[src/rtl/riscv32ima_mem_arb_if.sv]
// riscv32ima native memory bus: active-low chip select / write enable with
// a stall back-channel. One instance per requester port and one for memory.
interface riscv32ima_mem_arb_if #(
    parameter int ADDR_WIDTH = 32,
    parameter int DATA_WIDTH = 64
);
    logic                  ncs;
    logic                  nwe;
    logic [ADDR_WIDTH-1:0] addr;
    logic [DATA_WIDTH-1:0] wdata;
    logic [DATA_WIDTH-1:0] wmask;
    logic [DATA_WIDTH-1:0] rdata;
    logic                  stall;

    // Side that issues requests.
    modport master (output ncs, nwe, addr, wdata, wmask, input rdata, stall);
    // Side that services requests.
    modport slave  (input ncs, nwe, addr, wdata, wmask, output rdata, stall);
endinterface

[src/rtl/riscv32ima_mem_arb.sv]
// Two-to-one arbiter sharing one single-ported, one-cycle-latency memory
// between the instruction-fetch port (i_bus) and load/store port (d_bus).
// Grant is combinational from registered state and is locked while memory
// stalls; read data is steered back to, and held for, the issuing port.
// Optional: define RISCV32IMA_MEM_ARB_RR_EN for round-robin on contested
// cycles instead of d-priority with a fetch starvation bound.
module riscv32ima_mem_arb #(
    parameter int ADDR_WIDTH = 32,
    parameter int DATA_WIDTH = 64,
    parameter int STARVE_MAX = 4
) (
    input  logic                  clk,
    input  logic                  rst,
    riscv32ima_mem_arb_if.slave   i_bus,
    riscv32ima_mem_arb_if.slave   d_bus,
    riscv32ima_mem_arb_if.master  m_bus
);

    typedef enum logic [1:0] {ST_IDLE, ST_LOCK_I, ST_LOCK_D} state_e;
    typedef enum logic {PORT_I = 1'b0, PORT_D = 1'b1} port_e;

    state_e                state_q, state_d;
    logic                  rsel_vld_q, rsel_vld_d;
    port_e                 rsel_port_q, rsel_port_d;
    logic [DATA_WIDTH-1:0] i_hold_q, i_hold_d;
    logic [DATA_WIDTH-1:0] d_hold_q, d_hold_d;
`ifdef RISCV32IMA_MEM_ARB_RR_EN
    port_e                 last_gnt_q, last_gnt_d;
`else
    localparam logic [3:0] STARVE_LIM = 4'(STARVE_MAX);
    logic [3:0]            starve_cnt_q, starve_cnt_d;
`endif

    logic  i_req, d_req;
    logic  gnt_vld;
    port_e gnt_port;
    port_e contest_win;
    logic  accept;
    logic  sel_nwe;
    logic  i_ret, d_ret;

    assign i_req = ~i_bus.ncs;
    assign d_req = ~d_bus.ncs;

`ifdef RISCV32IMA_MEM_ARB_RR_EN
    assign contest_win = (last_gnt_q == PORT_I) ? PORT_D : PORT_I;
`else
    assign contest_win = (starve_cnt_q == STARVE_LIM) ? PORT_I : PORT_D;
`endif

    // Grant selection: free arbitration in IDLE, forced to the owner when locked.
    always_comb begin
        // NOTE: every output of a combinational block gets a default first so
        // no path leaves it unassigned, which would infer a latch.
        gnt_vld  = 1'b0;
        gnt_port = PORT_D;
        unique case (state_q)
            ST_IDLE: begin
                if (i_req && d_req) begin
                    gnt_vld  = 1'b1;
                    gnt_port = contest_win;
                end else if (i_req) begin
                    gnt_vld  = 1'b1;
                    gnt_port = PORT_I;
                end else if (d_req) begin
                    gnt_vld  = 1'b1;
                    gnt_port = PORT_D;
                end
            end
            // A dropped request while locked is a protocol violation: no grant.
            ST_LOCK_I: begin
                gnt_vld  = i_req;
                gnt_port = PORT_I;
            end
            ST_LOCK_D: begin
                gnt_vld  = d_req;
                gnt_port = PORT_D;
            end
            default: ;
        endcase
        if (rst) gnt_vld = 1'b0;
    end

    assign sel_nwe = (gnt_port == PORT_I) ? i_bus.nwe : d_bus.nwe;
    assign accept  = gnt_vld & ~m_bus.stall;

    // Memory request mux; idle bus drives zeros with ncs/nwe deasserted.
    assign m_bus.ncs   = ~gnt_vld;
    assign m_bus.nwe   = gnt_vld ? sel_nwe : 1'b1;
    assign m_bus.addr  = !gnt_vld ? '0 : (gnt_port == PORT_I) ? i_bus.addr  : d_bus.addr;
    assign m_bus.wdata = !gnt_vld ? '0 : (gnt_port == PORT_I) ? i_bus.wdata : d_bus.wdata;
    assign m_bus.wmask = !gnt_vld ? '0 : (gnt_port == PORT_I) ? i_bus.wmask : d_bus.wmask;

    assign i_bus.stall = rst | (i_req & (~(gnt_vld & (gnt_port == PORT_I)) | m_bus.stall));
    assign d_bus.stall = rst | (d_req & (~(gnt_vld & (gnt_port == PORT_D)) | m_bus.stall));

    // Read return: live memory data in the return cycle, hold register after.
    assign i_ret = rsel_vld_q & (rsel_port_q == PORT_I);
    assign d_ret = rsel_vld_q & (rsel_port_q == PORT_D);
    assign i_bus.rdata = rst ? '0 : i_ret ? m_bus.rdata : i_hold_q;
    assign d_bus.rdata = rst ? '0 : d_ret ? m_bus.rdata : d_hold_q;

    // Next-state computation for FSM, return routing, holds and fairness state.
    always_comb begin
        state_d = state_q;
        unique case (state_q)
            ST_IDLE:   if (gnt_vld && m_bus.stall)
                           state_d = (gnt_port == PORT_I) ? ST_LOCK_I : ST_LOCK_D;
            ST_LOCK_I,
            ST_LOCK_D: if (!gnt_vld || !m_bus.stall) state_d = ST_IDLE;
            default:   state_d = ST_IDLE;
        endcase

        rsel_vld_d  = accept & sel_nwe;
        rsel_port_d = gnt_port;
        i_hold_d    = i_ret ? m_bus.rdata : i_hold_q;
        d_hold_d    = d_ret ? m_bus.rdata : d_hold_q;

`ifdef RISCV32IMA_MEM_ARB_RR_EN
        last_gnt_d = accept ? gnt_port : last_gnt_q;
`else
        starve_cnt_d = starve_cnt_q;
        if (accept && gnt_port == PORT_I)
            starve_cnt_d = '0;
        else if (accept && i_req && starve_cnt_q != STARVE_LIM)
            starve_cnt_d = starve_cnt_q + 4'd1;
`endif
    end

    // State registers with synchronous reset.
    always_ff @(posedge clk) begin
        // NOTE: sequential state uses non-blocking assignments so every flop
        // samples pre-edge values regardless of statement order.
        if (rst) begin
            state_q     <= ST_IDLE;
            rsel_vld_q  <= 1'b0;
            rsel_port_q <= PORT_I;
            // NOTE: the hold registers are plain flops, not a memory array, so
            // they are reset to give defined rdata right after reset.
            i_hold_q    <= '0;
            d_hold_q    <= '0;
`ifdef RISCV32IMA_MEM_ARB_RR_EN
            last_gnt_q  <= PORT_I;
`else
            starve_cnt_q <= '0;
`endif
        end else begin
            state_q     <= state_d;
            rsel_vld_q  <= rsel_vld_d;
            rsel_port_q <= rsel_port_d;
            i_hold_q    <= i_hold_d;
            d_hold_q    <= d_hold_d;
`ifdef RISCV32IMA_MEM_ARB_RR_EN
            last_gnt_q  <= last_gnt_d;
`else
            starve_cnt_q <= starve_cnt_d;
`endif
        end
    end

endmodule
[src/flat_wrapper.sv]
// flat-port wrapper written by rule: the top's interface ports become plain ports
module riscv32ima_mem_arb_flat 
#(
    parameter int ADDR_WIDTH = 32,
    parameter int DATA_WIDTH = 64,
    parameter int STARVE_MAX = 4
)
  (clk, rst, i_bus_ncs, i_bus_nwe, i_bus_addr, i_bus_wdata, i_bus_wmask, i_bus_rdata, i_bus_stall, d_bus_ncs, d_bus_nwe, d_bus_addr, d_bus_wdata, d_bus_wmask, d_bus_rdata, d_bus_stall, m_bus_ncs, m_bus_nwe, m_bus_addr, m_bus_wdata, m_bus_wmask, m_bus_rdata, m_bus_stall);
  riscv32ima_mem_arb_if #(.ADDR_WIDTH(ADDR_WIDTH), .DATA_WIDTH(DATA_WIDTH)) i_bus_i ();
  riscv32ima_mem_arb_if #(.ADDR_WIDTH(ADDR_WIDTH), .DATA_WIDTH(DATA_WIDTH)) d_bus_i ();
  riscv32ima_mem_arb_if #(.ADDR_WIDTH(ADDR_WIDTH), .DATA_WIDTH(DATA_WIDTH)) m_bus_i ();
  input  logic clk;
  input  logic rst;
  input wire logic [$bits(i_bus_i.ncs)-1:0] i_bus_ncs;
  input wire logic [$bits(i_bus_i.nwe)-1:0] i_bus_nwe;
  input wire logic [$bits(i_bus_i.addr)-1:0] i_bus_addr;
  input wire logic [$bits(i_bus_i.wdata)-1:0] i_bus_wdata;
  input wire logic [$bits(i_bus_i.wmask)-1:0] i_bus_wmask;
  output wire logic [$bits(i_bus_i.rdata)-1:0] i_bus_rdata;
  output wire logic [$bits(i_bus_i.stall)-1:0] i_bus_stall;
  input wire logic [$bits(d_bus_i.ncs)-1:0] d_bus_ncs;
  input wire logic [$bits(d_bus_i.nwe)-1:0] d_bus_nwe;
  input wire logic [$bits(d_bus_i.addr)-1:0] d_bus_addr;
  input wire logic [$bits(d_bus_i.wdata)-1:0] d_bus_wdata;
  input wire logic [$bits(d_bus_i.wmask)-1:0] d_bus_wmask;
  output wire logic [$bits(d_bus_i.rdata)-1:0] d_bus_rdata;
  output wire logic [$bits(d_bus_i.stall)-1:0] d_bus_stall;
  output wire logic [$bits(m_bus_i.ncs)-1:0] m_bus_ncs;
  output wire logic [$bits(m_bus_i.nwe)-1:0] m_bus_nwe;
  output wire logic [$bits(m_bus_i.addr)-1:0] m_bus_addr;
  output wire logic [$bits(m_bus_i.wdata)-1:0] m_bus_wdata;
  output wire logic [$bits(m_bus_i.wmask)-1:0] m_bus_wmask;
  input wire logic [$bits(m_bus_i.rdata)-1:0] m_bus_rdata;
  input wire logic [$bits(m_bus_i.stall)-1:0] m_bus_stall;
  assign i_bus_i.ncs = i_bus_ncs;
  assign i_bus_i.nwe = i_bus_nwe;
  assign i_bus_i.addr = i_bus_addr;
  assign i_bus_i.wdata = i_bus_wdata;
  assign i_bus_i.wmask = i_bus_wmask;
  assign i_bus_rdata = i_bus_i.rdata;
  assign i_bus_stall = i_bus_i.stall;
  assign d_bus_i.ncs = d_bus_ncs;
  assign d_bus_i.nwe = d_bus_nwe;
  assign d_bus_i.addr = d_bus_addr;
  assign d_bus_i.wdata = d_bus_wdata;
  assign d_bus_i.wmask = d_bus_wmask;
  assign d_bus_rdata = d_bus_i.rdata;
  assign d_bus_stall = d_bus_i.stall;
  assign m_bus_ncs = m_bus_i.ncs;
  assign m_bus_nwe = m_bus_i.nwe;
  assign m_bus_addr = m_bus_i.addr;
  assign m_bus_wdata = m_bus_i.wdata;
  assign m_bus_wmask = m_bus_i.wmask;
  assign m_bus_i.rdata = m_bus_rdata;
  assign m_bus_i.stall = m_bus_stall;
  riscv32ima_mem_arb #(.ADDR_WIDTH(ADDR_WIDTH), .DATA_WIDTH(DATA_WIDTH), .STARVE_MAX(STARVE_MAX)) u_core (.clk(clk), .rst(rst), .i_bus(i_bus_i), .d_bus(d_bus_i), .m_bus(m_bus_i));
endmodule
[config.mk]
export PLATFORM = sky130hd
export DESIGN_NAME = riscv32ima_mem_arb_flat
export DESIGN_NICKNAME = d
export VERILOG_FILES = /design/src/rtl/riscv32ima_mem_arb_if.sv /design/src/rtl/riscv32ima_mem_arb.sv /design/src/flat_wrapper.sv
export SDC_FILE = /design/constraint.sdc
export NUM_CORES = 1
export LEC_CHECK = 0
export ABC_AREA = 0
export BUFFER_PORTS_ARGS = -buffer_cell sky130_fd_sc_hd__buf_4
export CAP_MARGIN = 20
export CORE_AREA = 8 8 256 258
export DETAILED_ROUTE_END_ITERATION = 8
export DIE_AREA = 0 0 264 266
export PLACE_DENSITY = 0.37
export SLEW_MARGIN = 40
export SYNTH_ARGS = -nofsm -noshare
export SYNTH_HDL_FRONTEND = slang
export SYNTH_SLANG_ARGS = --single-unit
[constraint.sdc]
create_clock -name clk -period 2.4 [get_ports clk]
set_clock_uncertainty 0.1 [all_clocks]
set_input_delay 0.48 -clock clk [delete_from_list [all_inputs] [get_ports clk]]
set_output_delay 0.48 -clock clk [all_outputs]
set_load 0.05 [all_outputs]
==> results of run 1 <==
[worst max path at each step]
stage                      startpoint         endpoint  slack [ns]  cells after the start
3_5_place_dp   u_core.starve_cnt_q[0]  m_bus_wdata[43]       -0.52                      9
3_3_place_gp   u_core.starve_cnt_q[0]  m_bus_wdata[43]       -0.51                      9
4_1_cts             u_core.state_q[1]   m_bus_addr[22]       -0.65                      8
2_1_floorplan       u_core.state_q[1]  m_bus_wmask[56]       -0.51                      9
6_report            u_core.state_q[1]  m_bus_wdata[41]       -0.61                     10
5_1_grt             u_core.state_q[1]  m_bus_wmask[21]       -0.71                     11
[flip-flops by register name, summed over array words and instances (netlist names)]
signal and count:
u_core.i_hold_q 64, u_core.d_hold_q 64, u_core.state_q 2, u_core.rsel_vld_q 1
u_core.rsel_port_q 1, u_core.starve_cnt_q 4
[logic make-up (layout without fill, tap and decap cells)]
group | after synthesis | count (layout)
buf+inv | 105 | 959
fa+ha+maj | 6 | 6
mux | 1 | 1
compound gates | 308 | 308
simple gates | 603 | 603
other cells | 0 | 2
flops | 136 | 136
[layer usage]
layer / global-route usage [%] / up-vias / wire length [µm]
met5: 0 / - / 27
met4: 5.441 / 4 / 2460
met1: 20.34 / 5770 / 27530
li1: - / 5486 / -
met3: 5.804 / 85 / 5475
met2: 34.73 / 501 / 38660
[cell usage in the layout, fill, tap and decap left out, drive strengths merged]
cell type  netlist  final
buf             22    892
nand2          581    581
a21oi          292    292
dfxtp          136    136
clkbuf          76     41
inv              7     21
ha               6      6
nor3             4      4
o21ai            4      4
clkinv           0      4
o31ai            3      3
nand3            3      3
nand4            3      3
diode            0      2
nand2b           2      2
o21bai           2      2
or4              2      2
o311ai           2      2
nor2b            2      2
and2             2      2
and3b            1      1
o221a            1      1
o221ai           1      1
a211oi           1      1
bufinv           0      1
mux2i            1      1
a21o             1      1
or3              1      1
o21ba            1      1
nand4b           1      1
nor2             1      1
[through the flow]
| step | power (W) | instance area, µm² | cells |
|---|---|---|---|
| 2_1_floorplan | 0.005765 | 8753 | 1159 |
| 3_3_place_gp | 0.008042 | 15320 | 2624 |
| 3_5_place_dp | 0.008055 | 15320 | 2624 |
| 4_1_cts | 0.01276 | 20010 | 2744 |
| 5_1_grt | 0.01421 | 23520 | 2805 |
| 6_report | 0.01371 | 23520 | 2805 |
[power groups by stage]
| stage | clock network (W) | logic [W] | registers (W) |
|---|---|---|---|
| CTS | 0.00278 | 0.00762 | 0.00236 |
| global route | 0.00286 | 0.00898 | 0.00238 |
| floorplan | 0 | 0.00337 | 0.00240 |
| global placement | 0 | 0.00564 | 0.00240 |
| detailed placement | 0 | 0.00565 | 0.00241 |
| finish | 0.00267 | 0.00868 | 0.00237 |
[cell type report]
class	instances	area share, %
sequential	136	11.65
clock buffer	17	1.809
inverter	7	0.2447
clock inverter	15	0.6383
timing repair buffer	916	44.99
tap	790	4.202
antenna	2	0.02128
multi-input combinational	918	36.28
timing repair inverter	4	0.1702
[worst max-delay path: cells and delay by family (launching register included)]
| family | cells | cell delay [ns] |
|---|---|---|
| buf+inv | 6 | 0.71 |
| flops | 1 | 0.36 |
| fa+ha+maj | 1 | 0.24 |
| compound gates | 3 | 0.68 |
[timing repair]
action,in CTS,in global routing
setup endpoints to repair,294,292
pin swaps,132,276
buffers inserted,54,45
resized for setup,691,651
gates cloned,35,32
==> out/metrics.cfg, run 1 <==
[outcome]
status = finished with violations
violations = setup timing

[detailed_routing]
first_pass_iters = 5
wire_per_inst_um = 26.43
vias = 11850
vias_per_cell = 4.223
wl_um = 74140
ant_nets = 0
drt_iter0_markers = 652
drc = 0

[placement]
finalWeightedCongestion = 0.9129
dp_hpwl_um = 51440
dp_slack_ns = -0.5180
numPortBuffers = 682

[synthesis]
async_flop_share_pct = 0
synth_area_leaders = dfxtp_1 38%, nand2_1 31%, a21oi_1 20%, clkbuf_1 4.0%, buf_2 1.1%
synthSimpleGateAreaFrac_pct = 32.38
synth_compound_area_share_pct = 22.51
synth_largest_area_cell = dfxtp_1
synth_top_area_share_pct = 38.08
syn-mean-instance-area_um2 = 6.169
ys_seq_elements = 136
yosys-top-cells-count = 581 x nand2_1, 292 x a21oi_1, 136 x dfxtp_1, 76 x clkbuf_1, 16 x buf_2
synth_edf_count = 0
yosysWarnings = 0
synth_nets = 1556
synth.cell_area_um2 = 7149
synth-seq-area-share_pct = 38.08
synthAdderAreaFrac_pct = 1.050
synth_flop_cell = dfxtp_1
syn_inst = 1159
synth_mux_area_share_pct = 0.1400
synth-xor-area-share_pct = 0
post-synth-top-count-cell = nand2_1
synth_top_family_by_area = simple AND/OR/NAND/NOR gates
ys_types = 32

[critical_path]
crit_chain = inv_4, ha_4, o21bai_4, a211oi_4, buf_4, buf_6, inv_8, a21oi_4, buf_6, buf_8
end_kind = output port
crit_fanout = 8
max_stage_delay_ns = 0.36
worstSetupPathType = flip-flop to output port
worstRegToRegCells = 9
r2r_setup_slack_ns = -0.10
cp_data_required_time_ns = 1.82
r2r_end = u_core.starve_cnt_q[3]
crit_arrival_ns = 2.43
slowest_stage = dfxtp_4
start_kind = flip-flop
r2r_start = u_core.state_q[1]
cpMostUsedCell = buf_6

[floorplan]
num_rows = 91
floorplan.initialDensity_pct = 11.67
ioPinCount = 683
die-area_um2 = 70220
core-area_um2 = 61260
die_h_um = 266
fp.dieW_um = 264

[global_route]
grt_pass1_vias = 12000
grt_max_degree = 57
grt-ovfl-total = 0
grt_use_total_pct = 18.74
grt_pass1_wl_um = 95560
antenna_found_initial = 5

[timing]
fmax_mhz = 331.7
finalSetupViolCount = 196
setup-tns-final_ns = -86.72
grt_setup_unrepaired = yes
slew_headroom_pct = 48.39
hold_viol = 0
period_minus_slack_ns = 3.015
min_period_over_period_pct = 125.6
timing.final.ws_setup_ns = -0.6147
hold-worst-slack_ns = 0.2192
slew_viol_final = 0
worst_pin_slew_ns = 0.7741

[clock_tree]
ctsHoldBuffers = 0
clock_path_buffers = 2
clock_sinks = 136
cts_buffers = 17
clk_latency_ns = 0.45
clk_pin_slew_ns = 0.07
cts_tree = yes
cts_root_buf = clkbuf_16
htree_num_levels = 4

[power_and_ir_drop]
ir_worst_vdd_v = 0.0003422
comb_power_share_pct = 63.3
p_leak_nw = 9.884
p_int_w = 0.007490
p_per_area_nw_per_um2 = 582.9
seqPwrFrac_pct = 17.3
switching_share_pct = 45.37
pwr-share-clk_pct = 19.4
power_switching_w = 0.006221

[worst_hold_path]
min_from = m_bus_rdata[20]
min_path_type = input port to flip-flop
hold_end = u_core.d_hold_q[20]
hold_depth = 3

[layout]
area.sequential_um2 = 2740
num-nets-final = 2397
final.fill_count = 6135
layout-drive-gt1-share_pct = 76.15
utilization_pct = 38.40
syn2layout_area_growth_pct = 229.0
multi_input_area_um2 = 8533

[run]
cap_violations = 0

Note: power is estimated with default switching activity, not from simulation.
==> run 2: changes to the inputs <==
CTS_BUF_LIST = sky130_fd_sc_hd__clkbuf_8   (was not set)
==> out/metrics.cfg, run 2 (synthesis gave the netlist of run 1 again) <==
[detailed_routing]
drt_iter0_markers = 612
wl_um = 70550
drc = 0
routed-wl-met3_um = 5433
first_pass_iters = 4
wire_per_inst_um = 25.50
vias = 11330
wl_met1_um = 26760
top_layer = met5
vias_per_cell = 4.095
ant_nets = 0
wl_met2_um = 36470

[layout]
final_cell_mix = 567 x buf_4, 433 x nand2_1, 148 x a21oi_2
layout-drive-gt1-share_pct = 68.98
final.fill_count = 6465
syn2layout_area_growth_pct = 183.6
largestRegisters = u_core.d_hold_q (64), u_core.i_hold_q (64), u_core.starve_cnt_q (4)
utilization_pct = 33.10
layout.cells.non_filler = 2767
num-nets-final = 2360
finish.instance_area_um2 = 20280
mostFrequentLayoutCell = buf_4

[critical_path]
cpMostUsedCell = buf_12
start_kind = flip-flop
end_kind = output port
r2r_setup_slack_ns = -0.07
worstRegToRegCells = 10
max_stage_delay_ns = 0.34
r2r_start = u_core.state_q[1]
crit_arrival_ns = 2.52
worstSetupPathType = flip-flop to output port
r2r_end = u_core.starve_cnt_q[3]
slowest_stage = dfxtp_2
crit_fanout = 7
crit_chain = inv_2, ha_4, and3b_2, o221ai_4, buf_12, buf_12, buf_12, nand2_1, a21oi_4, buf_6, buf_8
cp_data_required_time_ns = 1.82

[power_and_ir_drop]
p_int_w = 0.006640
pwr-share-clk_pct = 15.7
comb_power_share_pct = 65.4
switching_share_pct = 46.80
p_leak_nw = 8.435
p_per_area_nw_per_um2 = 615.6
ir_worst_vdd_v = 0.0003788
seqPwrFrac_pct = 18.9
p_total_w = 0.01248
power_switching_w = 0.005841

[placement]
place_inst = 2624
finalWeightedCongestion = 0.9129
dp_hpwl_um = 51440
place_area_um2 = 15320
numPortBuffers = 682
dp_slack_ns = -0.5180

[worst_hold_path]
min_from = m_bus_rdata[3]
min_path_type = input port to flip-flop
hold_depth = 3
hold_end = u_core.d_hold_q[3]

[timing]
min_period_over_period_pct = 129.2
grt_setup_unrepaired = yes
period_minus_slack_ns = 3.102
worst_pin_slew_ns = 0.4880
timing.final.ws_setup_ns = -0.7016
hold_viol = 0
slew_headroom_pct = 67.46
fmax_mhz = 322.4
slew_viol_final = 0
finalSetupViolCount = 272

[clock_tree]
clk_latency_ns = 0.48
ctsHoldBuffers = 0
cts_root_buf = clkbuf_8
clk_pin_slew_ns = 0.10
clock_sinks = 136
cts_buffers = 17
htree_num_levels = 4
cts_tree = yes
clock_path_buffers = 2

[floorplan]
ioPinCount = 683
core-area_um2 = 61260
fp.dieW_um = 264
die_h_um = 266
num_rows = 91
die-area_um2 = 70220
floorplan.initialDensity_pct = 11.67

[run]
cap_violations = 0

[global_route]
antenna_found_initial = 5
grt_pass1_vias = 11400
grt-ovfl-total = 0
grt_max_degree = 57
grt_use_total_pct = 17.22
grt_pass1_wl_um = 88860

[outcome]
violations = setup timing
status = finished with violations

run 2: cell count changes in the layout (fill, tap and decap cells not counted), moves of 4 or more:
| cell | delta |
|---|---|
| a21oi_2 | +98 |
| buf_16 | -15 |
| a21oi_1 | +13 |
| buf_8 | -76 |
| nand2_2 | +4 |
| nand2_4 | -124 |
| buf_4 | +99 |
| nand2_1 | +121 |
| a21oi_4 | -111 |
| clkbuf_8 | +17 |
| clkbuf_16 | -13 |
| buf_6 | -50 |
run 2: worst max path at each step:
stage / from / to / depth (start not counted)
floorplan: u_core.state_q[1] / m_bus_wmask[56] / 9
global placement: u_core.starve_cnt_q[0] / m_bus_wdata[43] / 9
detailed placement: u_core.starve_cnt_q[0] / m_bus_wdata[43] / 9
CTS: u_core.state_q[1] / m_bus_addr[8] / 9
global route: u_core.state_q[1] / m_bus_wmask[21] / 11
finish: u_core.starve_cnt_q[0] / m_bus_wdata[43] / 11
run 2: power by group through the flow:
stage	combinational [W]	clock [W]	sequential, W
2_1_floorplan	0.00337	0	0.00240
3_5_place_dp	0.00565	0	0.00241
4_1_cts	0.00703	0.00208	0.00235
5_1_grt	0.00846	0.00215	0.00236
3_3_place_gp	0.00564	0	0.00240
6_report	0.00816	0.00196	0.00236
run 2: timing repair:
item | CTS | global route
pin swaps | 61 | 113
buffers inserted | 26 | 50
gates cloned | 14 | 32
resized for setup | 380 | 361
endpoints found under the setup margin | 294 | 294
run 2: routing by layer:
| metal | track usage [%] | vias to the layer above |
|---|---|---|
| met4 | 3.835 | 6 |
| met2 | 31.52 | 461 |
| li1 | - | 5384 |
| met1 | 19.06 | 5408 |
| met5 | 0 | - |
| met3 | 5.961 | 73 |
run 2: final cells by class:
cell class,count,area [µm²],area share [%]
Sequential cell,136,2740,13.51
Timing Repair Buffer,880,9335,46.04
Antenna cell,1,2.502,0.01234
Tap cell,790,988.4,4.875
Clock inverter,15,150.1,0.7405
Clock buffer,17,234.0,1.154
Multi-Input combinational cell,918,6733,33.21
Inverter,7,45.04,0.2222
Timing Repair inverter,3,47.55,0.2345
run 2: through the flow:
stage / setup TNS, ns / hold WS, ns
CTS: -127.26 / 0.08424
finish: -107.22 / 0.1632
global placement: -25.30 / 0.3491
detailed placement: -30.03 / 0.3517
global route: -141.16 / 0.1131
floorplan: -42.29 / 0.3476
run 2: worst max-delay path: cells and delay by family (launching register included):
kind | cells | cell delay, ns
compound gates | 2 | 0.47
fa+ha+maj | 1 | 0.15
buf+inv | 6 | 0.76
flops | 1 | 0.34
simple gates | 2 | 0.32
==> run 3: changes to the inputs <==
SKIP_LAST_GASP = 1   (was not set)
==> out/metrics.cfg, run 3 (synthesis gave the netlist of run 1 again) <==
[floorplan]
core-area_um2 = 61260
floorplan.initialDensity_pct = 11.67
die-area_um2 = 70220
die_h_um = 266
ioPinCount = 683
fp.dieW_um = 264
num_rows = 91

[timing]
fmax_mhz = 329.2
min_period_over_period_pct = 126.6
worst_pin_slew_ns = 0.4512
finalSetupViolCount = 294
period_minus_slack_ns = 3.038
grt_setup_unrepaired = yes
slew_headroom_pct = 69.92
timing.final.ws_setup_ns = -0.6377
slew_viol_final = 0
hold_viol = 0

[layout]
final_cell_mix = 589 x buf_4, 471 x nand2_1, 156 x a21oi_2
multi_input_area_um2 = 6531
syn2layout_area_growth_pct = 166.8
utilization_pct = 31.13
final.fill_count = 6569
num-nets-final = 2317
mostFrequentLayoutCell = buf_4
finish.instance_area_um2 = 19070
area.sequential_um2 = 2733
layout-drive-gt1-share_pct = 65.91
largestRegisters = u_core.d_hold_q (64), u_core.i_hold_q (64), u_core.starve_cnt_q (4)

[critical_path]
r2r_setup_slack_ns = -0.08
r2r_start = u_core.state_q[1]
worstSetupPathType = flip-flop to output port
start_kind = flip-flop
cp_data_required_time_ns = 1.82
crit_arrival_ns = 2.46
end_kind = output port
startpoint = u_core.state_q[1]
crit_fanout = 8

[run]
cap_violations = 0

[clock_tree]
clk_pin_slew_ns = 0.10
clk_latency_ns = 0.48
htree_num_levels = 4
ctsHoldBuffers = 0
cts_root_buf = clkbuf_8
cts_buffers = 17
cts_tree = yes
clock_path_buffers = 2
clock_sinks = 136

[global_route]
grt_pass1_wl_um = 88440
grt_use_total_pct = 17.16
grt_max_degree = 57
grt_pass1_vias = 11320
grt-ovfl-total = 0
antenna_found_initial = 5

[placement]
numPortBuffers = 682
place_area_um2 = 15320
dp_slack_ns = -0.5180
finalWeightedCongestion = 0.9129
dp_hpwl_um = 51440

[detailed_routing]
ant_nets = 0
vias_per_cell = 4.061
drt_iter0_markers = 583
wire_per_inst_um = 24.08
vias = 11060
wl_um = 65590
drc = 0
first_pass_iters = 5

[outcome]
status = finished with violations
violations = setup timing

[power_and_ir_drop]
ir_worst_vdd_v = 0.0003787
p_per_area_nw_per_um2 = 634.9
p_leak_nw = 8.014
p_total_w = 0.01211

[worst_hold_path]
min_from = m_bus_rdata[8]
min_path_type = input port to flip-flop

==> run 3: what timing repair did <==
| item | in CTS | in global routing |
|---|---|---|
| resized for setup | 299 | 309 |
| setup buffers | 26 | 22 |
| pin swaps | 50 | 103 |
| setup endpoints to repair | 294 | 294 |
| cloned | 14 | 14 |
==> run 3: worst paths after layout <==
| kind | endpoint | cells past startpoint |
|---|---|---|
| setup / recovery | m_bus_wmask[3] | 11 |
| hold / removal | u_core.d_hold_q[8] | 3 |
| setup reg to reg | u_core.starve_cnt_q[3] | 10 |
| hold reg to reg | u_core.d_hold_q[0] | 2 |
==> run 3: layout make-up <==
type / count / share of cell area (%)
repair buffers: 836 / 43.73
multi-input cells: 918 / 34.25
flip-flops and latches: 136 / 14.33
well taps: 790 / 5.183
clock buffers: 17 / 1.227
clock inverters: 15 / 0.7872
repair inverters: 4 / 0.2493
inverters: 7 / 0.2362
diodes: 1 / 0.01312
==> run 3: critical path, cell delays in order, from the launching register on <==
cell and delay (ns):
dfxtp_4 0.37, inv_4 0.08, ha_4 0.24, buf_6 0.12, o221a_4 0.24, buf_12 0.12
buf_6 0.10, buf_16 0.13, buf_12 0.16, nand2_4 0.06, a21oi_4 0.18, buf_12 0.16
==> run 3: power by group <==
group,switching [W],internal (W)
Clock,0.00117,0.000782
Combinational,0.00451,0.00329
Sequential,0.0000266,0.00233
==> run 3: routing by layer <==
metal | routed length [µm] | GRT usage (%) | part of all wire (%) | vias up
li1 | - | - | - | 5293
met1 | 25120 | 19.13 | 38 | 5242
met2 | 33200 | 31.51 | 51 | 451
met3 | 5252 | 5.730 | 8.0 | 73
met4 | 1993 | 3.568 | 3.0 | 4
met5 | 22 | 0 | 0.034 | -
==> run 3: metrics by stage <==
step / TNS, ns / std cells / hold WS (ns)
final: -100.45 / 2724 / 0.1683
after global routing: -141.70 / 2724 / 0.1130
after CTS: -128.64 / 2694 / 0.08424
after detailed placement: -30.03 / 2624 / 0.3517
after global placement: -25.30 / 2624 / 0.3491
after floorplan: -42.29 / 1159 / 0.3476
